**src/rtl/instr_fetch_unit.sv**
```systemverilog
// Instruction fetch stage: owns the PC and reads one word per fetch_start over a req/ack handshake.
// It holds the fetched word for the control FSM until instr_ready, and applies branch/jump redirects.
module instr_fetch_unit #(
   parameter int ADDR_W = 32,
   parameter int DATA_W = 32,
   parameter logic [ADDR_W-1:0] RESET_PC = '0,
   parameter logic [ADDR_W-1:0] PC_STEP = ADDR_W'(4)
) (
   input  logic              clk,
   input  logic              reset,
   input  logic              fetch_start,
   input  logic              redirect_valid,
   input  logic [ADDR_W-1:0] redirect_pc,
   output logic              mem_req,
   output logic [ADDR_W-1:0] mem_addr,
   input  logic              mem_ack,
   input  logic [DATA_W-1:0] mem_rdata,
   input  logic              mem_err,
   output logic              instr_valid,
   output logic [DATA_W-1:0] instr,
   output logic [ADDR_W-1:0] instr_pc,
   output logic [5:0]        op,
   input  logic              instr_ready,
   output logic              fetch_busy,
   output logic              fetch_fault,
   output logic [15:0]       fetch_count,
   output logic [1:0]        dbg_state
);

   typedef enum logic [1:0] {IDLE = 2'd0, REQ = 2'd1, HOLD = 2'd2, FAULT = 2'd3} state_t;

   state_t              state_q, state_d;
   logic [ADDR_W-1:0]   pc_q, pc_d;
   logic [ADDR_W-1:0]   mem_addr_q, mem_addr_d;
   logic                mem_req_q, mem_req_d;
   logic [DATA_W-1:0]   instr_q, instr_d;
   logic [ADDR_W-1:0]   instr_pc_q, instr_pc_d;
   logic [5:0]          op_q, op_d;
   logic                instr_valid_q, instr_valid_d;
   logic                fetch_busy_q, fetch_busy_d;
   logic                fetch_fault_q, fetch_fault_d;
   logic [15:0]         fetch_count_q, fetch_count_d;
   logic                pend_q, pend_d;
   logic [ADDR_W-1:0]   pend_pc_q, pend_pc_d;

   // Handshakes: a memory read completes on a cycle where mem_req & mem_ack are both high,
   // and mem_addr stays constant for as long as mem_req is high. An instruction is handed
   // over on a cycle where instr_valid & instr_ready are both high.
   always_comb begin
      state_d       = state_q;
      pc_d          = pc_q;
      mem_addr_d    = mem_addr_q;
      instr_d       = instr_q;
      instr_pc_d    = instr_pc_q;
      op_d          = op_q;
      fetch_count_d = fetch_count_q;
      pend_d        = pend_q;
      pend_pc_d     = pend_pc_q;

      case (state_q)
         IDLE: begin
            if (redirect_valid) pc_d = redirect_pc;
            if (fetch_start) begin
               state_d    = REQ;
               mem_addr_d = redirect_valid ? redirect_pc : pc_q;
            end
         end
         REQ: begin
            if (redirect_valid) begin
               pend_d    = 1'b1;
               pend_pc_d = redirect_pc;
            end
            if (mem_ack) begin
               if (pend_q || redirect_valid) begin
                  // Wrong-path data: drop it and restart the handshake at the redirect target.
                  pc_d       = redirect_valid ? redirect_pc : pend_pc_q;
                  mem_addr_d = redirect_valid ? redirect_pc : pend_pc_q;
                  pend_d     = 1'b0;
               end else if (mem_err) begin
                  state_d = FAULT;
               end else begin
                  state_d    = HOLD;
                  instr_d    = mem_rdata;
                  instr_pc_d = mem_addr_q;
                  op_d       = mem_rdata[31:26];
                  pc_d       = pc_q + PC_STEP;
               end
            end
         end
         HOLD: begin
            if (redirect_valid) pc_d = redirect_pc;
            if (instr_ready) begin
               state_d       = IDLE;
               fetch_count_d = fetch_count_q + 16'd1;
            end
         end
         FAULT: begin
            if (redirect_valid) begin
               pc_d    = redirect_pc;
               state_d = IDLE;
            end
         end
         default: state_d = IDLE;
      endcase

      mem_req_d     = (state_d == REQ);
      instr_valid_d = (state_d == HOLD);
      fetch_busy_d  = (state_d != IDLE);
      fetch_fault_d = (state_d == FAULT);
   end

   always_ff @(posedge clk) begin
      if (reset) begin
         state_q       <= IDLE;
         pc_q          <= RESET_PC;
         mem_addr_q    <= RESET_PC;
         mem_req_q     <= 1'b0;
         instr_q       <= '0;
         instr_pc_q    <= '0;
         op_q          <= '0;
         instr_valid_q <= 1'b0;
         fetch_busy_q  <= 1'b0;
         fetch_fault_q <= 1'b0;
         fetch_count_q <= '0;
         pend_q        <= 1'b0;
         pend_pc_q     <= '0;
      end else begin
         state_q       <= state_d;
         pc_q          <= pc_d;
         mem_addr_q    <= mem_addr_d;
         mem_req_q     <= mem_req_d;
         instr_q       <= instr_d;
         instr_pc_q    <= instr_pc_d;
         op_q          <= op_d;
         instr_valid_q <= instr_valid_d;
         fetch_busy_q  <= fetch_busy_d;
         fetch_fault_q <= fetch_fault_d;
         fetch_count_q <= fetch_count_d;
         pend_q        <= pend_d;
         pend_pc_q     <= pend_pc_d;
      end
   end

   assign mem_req     = mem_req_q;
   assign mem_addr    = mem_addr_q;
   assign instr_valid = instr_valid_q;
   assign instr       = instr_q;
   assign instr_pc    = instr_pc_q;
   assign op          = op_q;
   assign fetch_busy  = fetch_busy_q;
   assign fetch_fault = fetch_fault_q;
   assign fetch_count = fetch_count_q;
   assign dbg_state   = state_q;

endmodule

```
**config.mk**
```make
export PLATFORM = sky130hd
export DESIGN_NAME = instr_fetch_unit
export DESIGN_NICKNAME = d
export VERILOG_FILES = /design/src/rtl/instr_fetch_unit.sv
export SDC_FILE = /design/constraint.sdc
export NUM_CORES = 1
export LEC_CHECK = 0
export ABC_AREA = 1
export CAP_MARGIN = 20
export CORE_AREA = 5 5 162 118
export DETAILED_ROUTE_END_ITERATION = 16
export DIE_AREA = 0 0 167 123
export PLACE_DENSITY = 0.79
export SKIP_CTS_REPAIR_TIMING = 1
export SLEW_MARGIN = 0
export SYNTH_ARGS = -nofsm -noshare
export SYNTH_HDL_FRONTEND = slang
export SYNTH_SLANG_ARGS = --single-unit
```
**constraint.sdc**
```tcl
create_clock -name clk -period 1.8 [get_ports clk]
set_input_delay 0.36 -clock clk [delete_from_list [all_inputs] [get_ports clk]]
set_output_delay 0.36 -clock clk [all_outputs]
set_load 0.03 [all_outputs]
```
After elaboration in Yosys (flattened, before gate mapping):

Cells that the tools add are included.

* input bits: 71
* bits in registers: 189
* output and inout port bits: 124

* eq/ne operators: 10
* bitwise gates (word level): 2
* add/sub/neg operators: 2
* mux-type cells: 20
* reduce and logical (&&, ||, !) cells: 9

Operators with widths (count)
* 32-bit two-way mux: 8
* 32-bit case mux with 2 select lines: 2
* 32-bit by 3-bit adder with 32-bit output (second input constant): 1
* 16-bit by 1-bit adder with 16-bit output (second input constant): 1
* 2-bit two-way mux: 5
* 2-bit equality test (second input constant): 4
* 2-bit case mux with 4 select lines: 1
* 4-bit AND reduction: 2
* 2-bit inequality test (second input constant): 3
* 2-bit by 1-bit equality test with 1-bit output (second input constant): 2
* 1-bit two-way mux: 4
* 2-bit AND reduction: 2
* 2-bit nonzero test: 2
* 3-bit inequality test (second input constant): 1
* 3-bit OR reduction: 1
* 2-bit logical NOT: 1
* 1-bit NOT: 2
* 1-bit logical OR: 1

Longest topological paths before layout:

Gate-level depths: netlist of run 1.

* depth after elaboration: 5
* mapped depth: 10

Least setup slack after synthesis of run 1:

Ideal clock, no wire load.

* path kind: flip-flop to flip-flop
* start point: register state_q[1], in the netlist dbg_state[1]
* end point: register fetch_count_q[15], in the netlist fetch_count[15]
* clock period less this slack: 1.737 ns
* arrival time: 1.622 ns
* buffers on the path: 0
* setup slack: 0.063 ns
* cell stages (with the launch flop): 10
* cells stage by stage: dfxtp_1 nand3_2 inv_1 nand2_1 nor2_1 nand3_1 nor2_1 nand3_1 nand2_1 nor2_1

* word-level cells in the longest chain between the ends: 2

Ends and longest elaborated chain
* from (decl): line 32 `state_t state_q, state_d;`
* from (signal assigned): line 128 `state_q <= state_d;`
* 2-bit equality test: line 60 `case (state_q)`
* 2-bit AND reduction (no source line)
* to (signal assigned): line 138 `fetch_count_q <= fetch_count_d;`
* to (decl): line 42 `logic [15:0] fetch_count_q, fetch_count_d;`

Every way passes these cells.
A chain may end at the register's enable or synchronous reset.

Worst setup path after layout of run 1:

* start point: register pc_q[2]
* end point: register pc_q[28]

* word-level cells in the longest chain between the ends: 5

Ends and longest elaborated chain
* from (decl): line 33 `logic [ADDR_W-1:0] pc_q, pc_d;`
* from (signal assigned): line 129 `pc_q <= pc_d;`
* 32-bit by 3-bit adder with 32-bit output: line 86 `pc_d = pc_q + PC_STEP;`
* 32-bit two-way mux: line 79 `end else if (mem_err) begin`
* 32-bit two-way mux: line 74 `if (pend_q || redirect_valid) begin`
* 32-bit two-way mux: line 73 `if (mem_ack) begin`
* 32-bit case mux with 2 select lines: line 60

Every way passes these cells. The select of a mux whose other input is x is not followed.

==> flow_metrics.tcl, run 1 <==
set metrics [dict create \
    status "finished, final reports clean" \
    clockRootBuffer "clkbuf_16" \
    die_w_microns 167 \
    reg2reg_from "pc_q[2]$_SDFFE_PP0P_" \
    clk_path_buf_depth 2 \
    drc 0 \
    worst_pin_slew_ps 509 \
    slowest_delay_ps 350 \
    clock_skew_ps 9.24 \
    setup_viol_count_final 0 \
    dp_cells 1703 \
    path_max_fanout 5 \
    syn_to_final_growth_pct 42.3 \
    min_period_ps 1660 \
    wire_per_inst_microns 15.3 \
    synth-edff-count 0 \
    clk_latency_ps 440 \
    via_per_inst 5.25 \
    layout_setup_ws_ps 139 \
    critPathKind "flop to flop" \
    num_antenna_cells 0 \
    whs_ps 465 \
    cp-startpoint "pc_q[2]$_SDFFE_PP0P_" \
    maxSlewViolCount 0 \
    synth_area_sq_um 8500 \
    drt-total-wl_microns 26500 \
    boundaryPins 195 \
    grt_pass1_vias 8501 \
    drive_gt1_frac 0.0894 \
    place_area_sq_um 11100 \
    relSlewSlack 0.661 \
    post-place-ws_ps -414 \
    synthFlopType "dfxtp_1" \
    syn-instance-count 1270 \
    finish.utilization 0.691 \
    multiInputGateArea_sq_um 4200 \
    fp-row-count 41 \
    firstDrtPassIters 5 \
    irDropWorstVdd_mv 0.628 \
    seq_area_frac_synth 0.431 \
    async_flop_share 0 \
    final.period_utilization 0.923 \
    synth_area_leader_cell "dfxtp_1" \
    synth_top_area_frac 0.431 \
    overflow 0 \
    cap_violations 0 \
    synthTopCellsByArea "dfxtp_1 43%, nand2_1 13%, nor2_1 11%" \
    synth_common_cells "299 x nand2_1, 241 x nor2_1, 183 x dfxtp_1, 129 x o21ai_0, 115 x a21oi_1" \
    rrSetupSlack_ps 140 \
    instances_no_fill 1735 \
    crit_top_cell "nand2_1" \
    yosysWarnings 0 \
    seq_area_sq_um 3660 \
    yosys.cell_types.count 37 \
    synth.net_count 1343 \
    min_from "pend_pc_q[26]$_SDFFE_PP0P_" \
    cts.sinks 183 \
    antenna_found_initial 0 \
    hold_path_class "flop to flop" \
    fin_setup_tns_ps 0 \
    drt_iter0_drc 900 \
    grt_pass1_wl_microns 42500 \
    start_util 0.486 \
    io_buffers 194 \
    pwr_density_cell_nw_per_um2 881 \
    die_area_sq_um 20500 \
    cts_made_buffers 17 \
    grt_use_total 0.249 \
    fillers 1362 \
    fmax_mhz 602 \
    avgSynthCellArea_sq_um 6.69 \
    leakage_nw 7.06 \
    gp_congestion 0.931 \
    worstPathCellList "ha_1 > nand2_1 > nor2_4 > nand2_2 > nor2_1 > buf_4 > nand2_1 > nand2_1 > nand3_1 > nand2_1 > a21oi_1" \
    htree_levels 4 \
    grt_max_degree 61 \
    yosysMostFrequentCell "nand2_1" \
    stdcell_area_sq_um 12100 \
    fin_total_pwr_mw 10.7 \
    worstSetupEndpointType "flop" \
    cpMaxStageDelayCell "dfxtp_1" \
    dr_total_vias 9112 \
    antenna_left 0 \
    ys_ff_latch 183 \
    nNetsFinal 1559 \
    tritoncts "done" \
    critical_path_required_ps 2130 \
    critPathLaunchType "flop" \
    dpl.hpwl_microns 18400 \
    core_sq_um 17500 \
    cp.arrival_ps 1990 \
    dieHeight_microns 123 \
    rsz0062_at_grt "no" \
    clk_pin_slew_ps 70 \
    hold_violations 0 \
]
## final cells by class
type / instances / area share
Clock inverter: 14 / 0.0154
Timing Repair Buffer: 271 / 0.249
Clock buffer: 18 / 0.0355
Multi-Input combinational cell: 933 / 0.347
Sequential cell: 183 / 0.303
Tap cell: 236 / 0.0244
Inverter: 80 / 0.0256
## layout by cell type (no fill, tap or decap), types with 2 or more instances in the layout
cell type        count
nand4_1              3
and2_1               2
o211a_1              7
buf_12              14
ha_1                 2
nor2_4               2
clkbuf_16           17
nand2_1            298
or2_2                3
inv_6                7
xor2_1               4
clkdlybuf4s50_1     69
nor3_1              29
buf_4               62
o21ai_0            129
a21oi_1            115
clkinv_2             2
dfxtp_1            182
nor2_1             238
bufinv_16            3
dlymetal6s2s_1     125
inv_2                4
o22ai_1              4
o21ai_1             23
inv_8                2
xnor2_1              3
nand3_1             47
a31oi_1              7
inv_1               71
nand3b_1             2
nor2_2               5
clkinv_1             2
## where the power goes
group	switching, mW	total (mW)	internal, mW
logic	1.22	2.07	0.857
registers	0.256	4.58	4.32
clock network	1.77	4.00	2.23
total	3.24	10.7	7.41
## cells by family after synthesis
kind of cell,share of synthesized area
simple gates,0.304
fa+ha+maj,0.00294
compound gates,0.176
flops,0.431
buf+inv,0.0783
xor+xnor,0.00722
## sequential cells by signal (all words and copies together), names as in the netlist
signal,flops
instr,32
instr_pc,32
mem_addr,32
pc_q,32
pend_pc_q,32
fetch_count,16
dbg_state,2
fetch_busy,1
fetch_fault,1
instr_valid,1
mem_req,1
pend_q,1
## worst paths after layout
check                                to  depth (start not counted)
max               pc_q[28]$_SDFFE_PP0P_                         11
min          pend_pc_q[26]$_SDFFE_PP0P_                          2
max reg2reg       pc_q[28]$_SDFFE_PP0P_                         11
min reg2reg  pend_pc_q[26]$_SDFFE_PP0P_                          2
## metal layers
metal	wire [microns]	track usage	vias to the layer above	part of all wire
met4	539	0.0731	0	0.020
met3	1990	0.0585	44	0.075
met1	11900	0.341	4175	0.45
li1	-	-	4543	-
met2	12100	0.398	350	0.46
met5	0	0	-	0
## worst max-delay path: cells and delay by family (launching register included)
family / cells / cell delay (ps)
fa+ha+maj: 1 / 190
simple gates: 8 / 800
buf+inv: 1 / 140
flops: 1 / 350
compound gates: 1 / 70
No activity file was read; power rests on OpenSTA's default activity.
==> inputs of run 2 (changes only) <==
--- a/config.mk
+++ b/config.mk
@@ -7,10 +7,10 @@
 export LEC_CHECK = 0
 export ABC_AREA = 1
 export CAP_MARGIN = 20
-export CORE_AREA = 5 5 162 118
+export CORE_AREA = 5 5 161 116
 export DETAILED_ROUTE_END_ITERATION = 16
-export DIE_AREA = 0 0 167 123
-export PLACE_DENSITY = 0.79
+export DIE_AREA = 0 0 166 121
+export PLACE_DENSITY = 0.8
 export SKIP_CTS_REPAIR_TIMING = 1
 export SLEW_MARGIN = 0
 export SYNTH_ARGS = -nofsm -noshare
==> run 2 against run 1 <==
  * Design area fell by 0.69%
  * Worst setup slack got worse by 110 ps
  * Largest power group unchanged
  * Clock power fell by 11%
  * Global-route usage rose by 0.29 points
  * Combinational power barely moved
  * Critical path depth fell by 10
==> flow_metrics.tcl, run 2 (same netlist as run 1, synthesis figures left out) <==
set metrics [dict create \
    firstDrtPassIters 6 \
    grt_pass1_vias 8533 \
    cp.buffers_inverters 1 \
    drt-total-wl_microns 27100 \
    irDropWorstVdd_mv 0.548 \
    slowest_delay_ps 680 \
    grt_max_degree 64 \
    clk_latency_ps 420 \
    final_cell_mix "298 x nand2_1, 236 x nor2_1, 182 x dfxtp_1, 129 x o21ai_0, 122 x dlymetal6s2s_1" \
    fillers 1325 \
    overflow 0 \
    cts_made_buffers 17 \
    path_max_fanout 1 \
    cp.arrival_ps 1410 \
    worstSetupEndpointType "primary output" \
    maxSlewViolCount 0 \
    cpMaxStageDelayCell "clkdlybuf4s50_1" \
    worstPathCellList "clkdlybuf4s50_1" \
    grt_pass1_wl_microns 42600 \
    stdcell_area_sq_um 12000 \
    dieHeight_microns 121 \
    setup_viol_count_final 0 \
    dr_total_vias 9272 \
    fmax_mhz 566 \
    clock_skew_ps 11.0 \
    antenna_found_initial 0 \
    cap_violations 0 \
    nNetsFinal 1561 \
    multiInputGateArea_sq_um 4190 \
    die_area_sq_um 20100 \
    core_sq_um 17000 \
    drc 0 \
    critPathKind "flop to primary output" \
    whs_ps 466 \
    via_per_inst 5.36 \
    cts.sinks 183 \
    min_period_ps 1770 \
    hold_path_class "flop to flop" \
    pwr_density_cell_nw_per_um2 853 \
    clk_pin_slew_ps 70 \
    leakage_nw 7.00 \
    fin_setup_tns_ps 0 \
    critPathLaunchType "flop" \
    boundaryPins 195 \
    drive_gt1_frac 0.0907 \
    grt_use_total 0.252 \
    tritoncts "done" \
    num_antenna_cells 0 \
    hold_violations 0 \
    die_w_microns 166 \
    io_buffers 194 \
    start_util 0.501 \
    finish.utilization 0.708 \
    critical_path_required_ps 1440 \
    worst_pin_slew_ps 384 \
    relSlewSlack 0.744 \
    gp_congestion 0.945 \
    drt_iter0_drc 980 \
    seq_area_sq_um 3660 \
    syn_to_final_growth_pct 41.3 \
    status "finished, final reports clean" \
    dpl.hpwl_microns 18700 \
    path_delay_family "buffers and inverters" \
    place_area_sq_um 11100 \
    clockRootBuffer "clkbuf_16" \
    fp-row-count 40 \
    wire_per_inst_microns 15.7 \
    final.period_utilization 0.982 \
    htree_levels 4 \
    final_common_cell "nand2_1" \
    antenna_left 0 \
    clk_path_buf_depth 2 \
]
[run 2: layer usage]
metal  vias up  global-route usage  wire (microns)
met5         -                   0               0
met4         0              0.0592             339
met3        38              0.0632            2460
met2       413               0.403           12400
met1      4264               0.346           11900
li1       4557                   -               -
[run 2: where the power goes]
part           leakage [nW]  switching (mW)  internal [mW]
Combinational          5.23            1.22          0.856
Clock                 0.276            1.66           1.92
Sequential             1.50           0.262           4.32
[run 2: area by class of cell]
class,count,area share
Sequential cell,183,0.305
Clock buffer,18,0.0357
Clock inverter,13,0.0105
Timing Repair Buffer,273,0.250
Tap cell,231,0.0241
Multi-Input combinational cell,933,0.349
Inverter,80,0.0253
[run 2: path summary, 6_finish.rpt]
| kind | startpoint | endpoint | slack [ps] | cells past startpoint |
|---|---|---|---|---|
| setup / recovery | mem_req$_SDFF_PP0_ | mem_req | 30 | 1 |
| hold / removal | pend_pc_q[7]$_SDFFE_PP0P_ | pend_pc_q[7]$_SDFFE_PP0P_ | 470 | 2 |
| setup reg to reg | pc_q[2]$_SDFFE_PP0P_ | pc_q[25]$_SDFFE_PP0P_ | 130 | 10 |
| hold reg to reg | pend_pc_q[7]$_SDFFE_PP0P_ | pend_pc_q[7]$_SDFFE_PP0P_ | 470 | 2 |
[run 2: stage by stage]
step | setup WS, ps | instances | total power, mW
6_report | 33.2 | 1731 | 10.2
5_1_grt | -5.40 | 1731 | 10.7
4_1_cts | -188 | 1730 | 10.3
3_5_place_dp | -418 | 1699 | 6.73
3_3_place_gp | -372 | 1699 | 6.70
2_1_floorplan | 62.8 | 1270 | 5.80
==> inputs of run 3 (changes only) <==
--- a/config.mk
+++ b/config.mk
@@ -7,10 +7,10 @@
 export LEC_CHECK = 0
 export ABC_AREA = 1
 export CAP_MARGIN = 20
-export CORE_AREA = 5 5 161 116
+export CORE_AREA = 5 5 181 130
 export DETAILED_ROUTE_END_ITERATION = 16
-export DIE_AREA = 0 0 166 121
-export PLACE_DENSITY = 0.8
+export DIE_AREA = 0 0 186 135
+export PLACE_DENSITY = 0.66
 export SKIP_CTS_REPAIR_TIMING = 1
 export SLEW_MARGIN = 0
 export SYNTH_ARGS = -nofsm -noshare
==> constraint.sdc (replaced) <==
create_clock -name clk -period 2 [get_ports clk]
set_input_delay 0.4 -clock clk [delete_from_list [all_inputs] [get_ports clk]]
set_output_delay 0.4 -clock clk [all_outputs]
set_load 0.03 [all_outputs]
==> run 3 against run 2 <==
  * Power shrank 7.9%
  * Global-route usage shrank 4.4 points
  * Via count shrank 3.4%
  * Hold slack lost 3.2 ps
  * Non-clock buffer count shrank 3
  * Final cell count is 2.8% higher
  * Register-to-register slack improved by 70 ps
  * Critical path type unchanged
  * Combinational power fell by 10%
  * Clock skew is 1.8 ps higher
==> flow_metrics.tcl, run 3 (same netlist as run 1, synthesis figures left out) <==
set metrics [dict create \
    sequentialPowerShare 0.437 \
    num_antenna_cells 0 \
    intPower_mw 6.49 \
    instances_no_fill 1780 \
    grt_use_total 0.209 \
    clockRootBuffer "clkbuf_16" \
    status "finished, final reports clean" \
    rsz0062_at_grt "no" \
    via_per_inst 5.03 \
    maxSlewViolCount 0 \
    nNetsFinal 1558 \
    dieHeight_microns 135 \
    clock_skew_ps 12.8 \
    boundaryPins 195 \
    drive_gt1_frac 0.0868 \
    tritoncts "done" \
    grt_pass1_wl_microns 43100 \
    overflow 0 \
    grt_max_degree 76 \
    layout_setup_ws_ps 37.9 \
    firstDrtPassIters 5 \
    worstPathCellList "clkdlybuf4s50_1" \
    fmax_mhz 510 \
    drt-total-wl_microns 26700 \
    dpl.hpwl_microns 19100 \
    die_w_microns 186 \
    path_max_fanout 3 \
    die_area_sq_um 25100 \
    antenna_left 0 \
    cts.sinks 183 \
    critPathLaunchType "flop" \
    fin_total_pwr_mw 9.43 \
    cp.arrival_ps 1560 \
    clk_latency_ps 430 \
    io_buffers 194 \
    pwr_density_cell_nw_per_um2 803 \
    dr_total_vias 8953 \
    htree_levels 4 \
    post-place-ws_ps -219 \
    syn_to_final_growth_pct 38.3 \
    worstSetupEndpointType "primary output" \
    path_delay_family "buffers and inverters" \
    fp-row-count 45 \
    p_sw_frac 0.312 \
    worst_pin_slew_ps 495 \
    critical_path_required_ps 1600 \
    clk_pin_slew_ps 70 \
    hold_path_class "flop to flop" \
    critPathKind "flop to primary output" \
    final.period_utilization 0.981 \
    cp.buffers_inverters 1 \
    min_period_ps 1960 \
    comb_power_share 0.199 \
    core_sq_um 21500 \
    dp_cells 1748 \
    relSlewSlack 0.670 \
    final_cell_mix "299 x nand2_1, 239 x nor2_1, 185 x clkdlybuf4s50_1, 183 x dfxtp_1, 129 x o21ai_0" \
    gp_congestion 0.950 \
    drt_iter0_drc 652 \
    power.switching_mw 2.95 \
    leakage_nw 5.03 \
    cts_made_buffers 17 \
    hold_violations 0 \
    grt_pass1_vias 8367 \
    whs_ps 463 \
    slowest_delay_ps 710 \
    start_util 0.395 \
    irDropWorstVdd_mv 0.581 \
    wire_per_inst_microns 15.0 \
    cap_violations 0 \
    antenna_found_initial 1 \
    pwr-share-clk 0.365 \
    cpMaxStageDelayCell "clkdlybuf4s50_1" \
    clk_path_buf_depth 2 \
    drc 0 \
    setup_viol_count_final 0 \
    final_common_cell "nand2_1" \
]
run 3: cell count changes in the layout (fill, tap and decap cells not counted), moves of 2 or more:
cell / previous run / this run
clkinv_2: 4 / 2
nor2_1: 236 / 239
inv_8: 1 / 4
buf_12: 13 / 10
clkdlybuf4s50_1: 72 / 185
dlymetal6s2s_1: 122 / 9
clkinv_4: 6 / 2
inv_6: 2 / 4
nor2_2: 7 / 4
run 3: final cells by class:
type / count / area [sq um]
clock inverter: 14 / 156
multi-input combinational: 933 / 4180
sequential: 183 / 3660
timing repair buffer: 270 / 2660
fill: 2131 / 9750
clock buffer: 18 / 439
inverter: 80 / 304
tap: 282 / 353
run 3: power by group through the flow:
| stage | Combinational (mW) | Clock (mW) | Sequential (mW) |
|---|---|---|---|
| 2_1_floorplan | 0.818 | 0 | 4.40 |
| 3_3_place_gp | 1.85 | 0 | 4.20 |
| 3_5_place_dp | 1.87 | 0 | 4.20 |
| 4_1_cts | 1.88 | 3.53 | 4.12 |
| 5_1_grt | 2.05 | 3.68 | 4.15 |
| 6_report | 1.87 | 3.44 | 4.12 |
run 3: per-stage QoR:
stage                      util  TNS, ps  cell area [sq um]
after floorplan               -        0               8500
after global placement    0.517   -14250              11100
after detailed placement  0.517   -14820              11100
after CTS                 0.545    -90.8              11700
after global routing      0.546        0              11800
final                     0.546        0              11800
run 3: layer usage:
layer / vias to the layer above / part of all wire / routed length [microns] / global-route usage
li1: 4542 / - / - / -
met1: 4092 / 0.48 / 12800 / 0.298
met2: 295 / 0.43 / 11400 / 0.319
met3: 22 / 0.083 / 2220 / 0.0568
met4: 2 / 0.012 / 313 / 0.0400
met5: - / 0.00049 / 13 / 0
run 3: worst paths after layout:
check                                               start                   endpoint  slack (ps)  cells past startpoint
worst min register to register  pend_pc_q[7]$_SDFFE_PP0P_  pend_pc_q[7]$_SDFFE_PP0P_         460                      2
worst max register to register    dbg_state[0]$_SDFF_PP0_  mem_addr[12]$_SDFFE_PP0P_         200                      7
worst min-delay path            pend_pc_q[7]$_SDFFE_PP0P_  pend_pc_q[7]$_SDFFE_PP0P_         460                      2
worst max-delay path            mem_addr[14]$_SDFFE_PP0P_               mem_addr[14]          40                      1
